$ cat src/rtl/cache_tile_walker_pkg.sv
// cache_tile_walker_pkg: shared cache configuration, walker state encoding and tile-width helper
package cache_tile_walker_pkg;

    localparam int CFG_X_ADDR_WDTH = 12;
    localparam int CFG_Y_ADDR_WDTH = 12;
    localparam int CFG_SHIFT_H     = 3;
    localparam int CFG_SHIFT_V     = 3;
    localparam int CFG_DIM_WDTH    = 4;
    localparam int C_L_H_SIZE      = 1 << CFG_SHIFT_H;
    localparam int C_L_V_SIZE      = 1 << CFG_SHIFT_V;
    localparam int NOW_X_WDTH      = CFG_X_ADDR_WDTH - CFG_SHIFT_H;
    localparam int NOW_Y_WDTH      = CFG_Y_ADDR_WDTH - CFG_SHIFT_V;

    typedef enum logic {IDLE, WALK} walk_state_t;

    function automatic int now_wdth(input int addr_wdth, input int shift);
        return addr_wdth - shift;
    endfunction

endpackage

$ cat src/rtl/cache_tile_range.sv
// cache_tile_range: first/last tile index of one axis, last index clamped at the top of the address space
module cache_tile_range
    import cache_tile_walker_pkg::*;
#(
    parameter int ADDR_WDTH = CFG_X_ADDR_WDTH,
    parameter int SHIFT     = CFG_SHIFT_H,
    parameter int DIM_WDTH  = CFG_DIM_WDTH,
    localparam int NOW_WDTH = now_wdth(ADDR_WDTH, SHIFT)
) (
    input  logic [ADDR_WDTH-1:0] start,
    input  logic [DIM_WDTH-1:0]  dim,
    output logic [NOW_WDTH-1:0]  tile_start,
    output logic [NOW_WDTH-1:0]  tile_end
);

    logic [ADDR_WDTH:0] sum;

    assign sum        = {1'b0, start} + (ADDR_WDTH+1)'(dim);
    assign tile_start = start[ADDR_WDTH-1:SHIFT];
    // a carry out means the block runs past the last column; stop there instead of wrapping
    assign tile_end   = sum[ADDR_WDTH] ? '1 : sum[ADDR_WDTH-1:SHIFT];

endmodule

$ cat src/rtl/cache_tile_walker.sv
// cache_tile_walker: walks every cache-line tile covered by a pixel block in raster order
module cache_tile_walker
    import cache_tile_walker_pkg::*;
#(
    parameter int X_ADDR_WDTH = CFG_X_ADDR_WDTH,
    parameter int Y_ADDR_WDTH = CFG_Y_ADDR_WDTH,
    parameter int SHIFT_H     = CFG_SHIFT_H,
    parameter int SHIFT_V     = CFG_SHIFT_V,
    parameter int DIM_WDTH    = CFG_DIM_WDTH,
    localparam int NOW_X_WDTH = now_wdth(X_ADDR_WDTH, SHIFT_H),
    localparam int NOW_Y_WDTH = now_wdth(Y_ADDR_WDTH, SHIFT_V)
) (
    input  logic                   clk,
    input  logic                   reset,
    input  logic                   in_valid,
    output logic                   in_ready,
    input  logic [X_ADDR_WDTH-1:0] start_x,
    input  logic [Y_ADDR_WDTH-1:0] start_y,
    input  logic [DIM_WDTH-1:0]    blk_width,
    input  logic [DIM_WDTH-1:0]    blk_height,
    input  logic                   flush,
    output logic                   out_valid,
    input  logic                   out_ready,
    output logic [NOW_X_WDTH-1:0]  x_addr,
    output logic [NOW_Y_WDTH-1:0]  y_addr,
    output logic                   out_last
);

    walk_state_t           state;
    logic [NOW_X_WDTH-1:0] x_start, x_end, rx_start, rx_end, nx;
    logic [NOW_Y_WDTH-1:0] y_end, ry_start, ry_end, ny;
    logic                  adv, x_wrap;

    cache_tile_range #(.ADDR_WDTH(X_ADDR_WDTH), .SHIFT(SHIFT_H), .DIM_WDTH(DIM_WDTH)) u_range_x (
        .start(start_x), .dim(blk_width), .tile_start(rx_start), .tile_end(rx_end)
    );

    cache_tile_range #(.ADDR_WDTH(Y_ADDR_WDTH), .SHIFT(SHIFT_V), .DIM_WDTH(DIM_WDTH)) u_range_y (
        .start(start_y), .dim(blk_height), .tile_start(ry_start), .tile_end(ry_end)
    );

    assign out_valid = state == WALK;
    assign adv       = out_valid && out_ready;
    // the last handshake reopens the input so the next block follows without a bubble
    assign in_ready  = !flush && (state == IDLE || (adv && out_last));
    assign x_wrap    = x_addr == x_end;
    assign nx        = x_wrap ? x_start : x_addr + 1'b1;
    assign ny        = x_wrap ? y_addr + 1'b1 : y_addr;

    always_ff @(posedge clk or posedge reset) begin
        if (reset) begin
            state    <= IDLE;
            x_addr   <= '0;
            y_addr   <= '0;
            x_start  <= '0;
            x_end    <= '0;
            y_end    <= '0;
            out_last <= 1'b0;
        end else if (flush) begin
            state    <= IDLE;
            out_last <= 1'b0;
        end else if (in_valid && in_ready) begin
            state    <= WALK;
            x_addr   <= rx_start;
            y_addr   <= ry_start;
            x_start  <= rx_start;
            x_end    <= rx_end;
            y_end    <= ry_end;
            out_last <= rx_start == rx_end && ry_start == ry_end;
        end else if (adv) begin
            if (out_last) begin
                state    <= IDLE;
                out_last <= 1'b0;
            end else begin
                x_addr   <= nx;
                y_addr   <= ny;
                out_last <= nx == x_end && ny == y_end;
            end
        end
    end

endmodule

$ cat config.mk
export PLATFORM = sky130hd
export DESIGN_NAME = cache_tile_walker
export DESIGN_NICKNAME = d
export VERILOG_FILES = /design/src/rtl/cache_tile_walker_pkg.sv /design/src/rtl/cache_tile_range.sv /design/src/rtl/cache_tile_walker.sv
export SDC_FILE = /design/constraint.sdc
export NUM_CORES = 1
export LEC_CHECK = 0
export ABC_AREA = 1
export ABC_CLOCK_PERIOD_IN_PS = 4500
export CAP_MARGIN = 20
export CELL_PAD_IN_SITES_DETAIL_PLACEMENT = 2
export CELL_PAD_IN_SITES_GLOBAL_PLACEMENT = 2
export CORE_MARGIN = 4
export CORE_UTILIZATION = 32
export DETAILED_ROUTE_END_ITERATION = 8
export GPL_TIMING_DRIVEN = 0
export HOLD_SLACK_MARGIN = 0.12
export PLACE_DENSITY = 0.9
export SYNTH_ARGS = -nofsm -noshare
export SYNTH_HDL_FRONTEND = slang
export SYNTH_SLANG_ARGS = --single-unit
$ cat constraint.sdc
create_clock -name clk -period 4.5 [get_ports clk]
set_input_delay 1.125 -clock clk [delete_from_list [all_inputs] [get_ports clk]]
set_output_delay 1.125 -clock clk [all_outputs]
set_load 0.1 [all_outputs]
==> reports/metrics.csv <==
stage,metric,value,unit
run_status,status,"finished, final reports clean",
place,dp_hpwl,11500,um
cells_and_area,nFillCells,1288,
yosys,synth_cell_type_count,33,
yosys,ys.flop_type,dfrtp_1,
clocking,cts_buffers,5,
clocking,cts.sinks,47,
worst_setup_path,path_max_fanout,3,
power,switchingPower,908,uW
power,ir_worst_vdd,0.163,mV
worst_setup_path,cp_data_required_time,3.38,ns
routing,drt_iter0_drc,168,
cells_and_area,layout_common_cells,"nand2_1 (165), inv_1 (89), clkdlybuf4s50_1 (57)",
clocking,tritoncts,done,
yosys,ys_seq_area_frac,0.337,
power,sequentialPowerShare,0.331,
yosys,syn_inst,518,
yosys,synth_edf_count,0,
global_route,grt_pass1_vias,4414,
cells_and_area,nets,628,
worst_setup_path,r2r_start,x_addr[0]$_DFFE_PP0P_,
power,power,1780,uW
yosys,synth_seq_cells,47,
yosys,synth_top_area_frac,0.337,
floorplanning,start_util,0.333,
power,power_density,411,nW/um2
sta,hold_viol,0,
routing,drtAntennaViolNets,0,
clocking,clk_latency,0.31,ns
yosys,synth_top_cell_by_area,dfrtp_1,
worst_setup_path,crit_arrival,3.16,ns
place,port-buffer-count,57,
clocking,htreeDepth,2,
yosys,syn_area,3490,um2
routing,vias,3870,
hold_path,worstHoldStart,y_end[8]$_DFFE_PP0P_,
cells_and_area,final_layout_size_suffix_gt1_frac,0.0514,
floorplanning,core_area,10500,um2
routing,via_per_inst,5.38,
power,cellLeakagePower,0.00220,uW
sta,finalSetupViolations,0,
sta,timing.fmax,233,MHz
cells_and_area,syn_to_final_growth,24.2,%
yosys,synth_warnings,0,
worst_setup_path,startpoint,out_ready,
sta,final.setup_skew,0.00876,ns
routing,firstDrtPassIters,4,
power,power.internal,873,uW
hold_path,hold_class,flip-flop to flip-flop,
place,placed_cells,712,
place,gp_congestion,0.843,
sta,final_max_slew_viol_count,0,
global_route,gr-total-overflow,0,
clocking,cts_buffer_depth,2,
clocking,clkTransAtPathRegs,0.09,ns
yosys,synth_nets,563,
sta,worst_slew_pin_slew,0.982,ns
clocking,hold_buffers,0,
cells_and_area,multi_input_area,1850,um2
clocking,root_buffer,clkbuf_8,
power,p_clk_frac,0.148,
cells_and_area,final_common_cell,nand2_1,
worst_setup_path,worst_setup_path_end_kind,output port,
power,power_frac_comb,0.521,
clocking,cts_resized,0,
sta,fin_setup_tns,0,ns
floorplanning,dieArea,12600,um2
floorplanning,rows,37,
sta,rsz0062_at_grt,no,
yosys,synth_area_leaders,"dfrtp_1 (34%), nand2_1 (18%), inv_1 (9.7%)",
clocking,cts_setup_buffers,0,
cells_and_area,register_area,1180,um2
sta,max_slew_margin,0.343,
cells_and_area,diodes,0,
sta,min_period,4.29,ns
power,switching_share,0.510,
cells_and_area,final_cells,720,
worst_setup_path,critPathLaunchType,input port,
routing,drc_errors,0,
run,cap_violations,0,
yosys,syn_area_per_cell,6.73,um2
floorplanning,die_h,112,um
global_route,grt_max_degree,36,
global_route,global_route.usage.total,0.238,
floorplanning,pin_count,58,
routing,routed_wl,14600,um
yosys,synthArstFlopShare,1.00,
floorplanning,die_w,112,um
sta,period_share,0.953,
global_route,antenna_found_initial,0,
worst_setup_path,critical_path_class,input port to output port,
global_route,grt_pass1_wl,23900,um
routing,wl_per_cell,20.3,um
==> state kept, by name, summed over array words and instances (netlist names) <==
name       flops
y_addr         9
x_addr         9
x_end          9
y_end          9
out_last       1
x_start        9
out_valid      1
==> through the flow <==
stage	instance area (um2)	setup WS [ns]	util	hold WS [ns]
global placement	4230	0.233	0.404	0.507
finish	4330	0.211	0.414	0.547
CTS	4330	0.192	0.414	0.554
detailed placement	4250	0.207	0.406	0.528
global route	4330	0.103	0.414	0.597
floorplan	3490	1.29	-	0.483
==> path summary, 6_finish.rpt <==
check,endpoint,slack (ns),cells after the start
worst min register to register,y_end[8]$_DFFE_PP0P_,0.55,2
worst max register to register,out_last$_DFFE_PP0P_,2.05,15
max in group asynchronous,y_addr[2]$_DFFE_PP0P_,2.89,3
worst max-delay path,in_ready,0.21,6
worst min-delay path,y_end[8]$_DFFE_PP0P_,0.55,2
min in group asynchronous,out_last$_DFFE_PP0P_,1.10,2
==> cell usage after synthesis (3+ instances only) <==
cell type and instances:
o221ai_1 15, nand3_1 42, a22oi_1 5, ha_1 8, dfrtp_1 47, o21ai_0 32, a21oi_1 11, buf_6 5
nand2_1 165, o211ai_1 3, inv_1 90, nand4_1 24, nand2_2 3, nor2_1 27, clkbuf_1 6, xor2_1 11
==> logic make-up after synthesis <==
kind of cell	count (synthesis)	synth area share
xor gates and xnor gates	14	0.0373
buffers and inverters	108	0.131
adders and majority gates	8	0.0287
DFF	47	0.337
and+or+nand+nor	268	0.334
AOI/OAI and AO/OA	73	0.132
==> worst max-delay path, stage by stage <==
cell and delay, ns:
clkdlybuf4s50_1 0.46, nand2_1 0.09, o21ai_1 0.19, nand2_1 0.11, inv_1 0.07, clkdlybuf4s50_1 1.13
==> area by class of cell <==
cell class / instances / share of cell area
Timing Repair Buffer: 58 / 0.136
Multi-Input combinational cell: 363 / 0.428
Clock inverter: 1 / 0.00116
Tap cell: 136 / 0.0393
Sequential cell: 47 / 0.272
Inverter: 93 / 0.0812
Buffer: 15 / 0.0240
Clock buffer: 7 / 0.0176
==> power by group through the flow <==
| stage | sequential, uW | clock, uW | combinational [uW] |
|---|---|---|---|
| 2_1_floorplan | 832 | 0 | 387 |
| 3_3_place_gp | 588 | 0 | 870 |
| 3_5_place_dp | 597 | 0 | 921 |
| 4_1_cts | 588 | 268 | 930 |
| 5_1_grt | 601 | 283 | 1000 |
| 6_report | 589 | 263 | 928 |
==> routing by layer <==
metal	vias to the layer above	share of wire	routed length [um]	global-route usage
met5	-	0	0	0
met4	0	0.014	211	0.0585
met3	16	0.037	536	0.0313
met2	87	0.52	7670	0.440
met1	1961	0.42	6220	0.292
li1	1806	-	-	-
No activity file was read; power rests on OpenSTA's default activity.
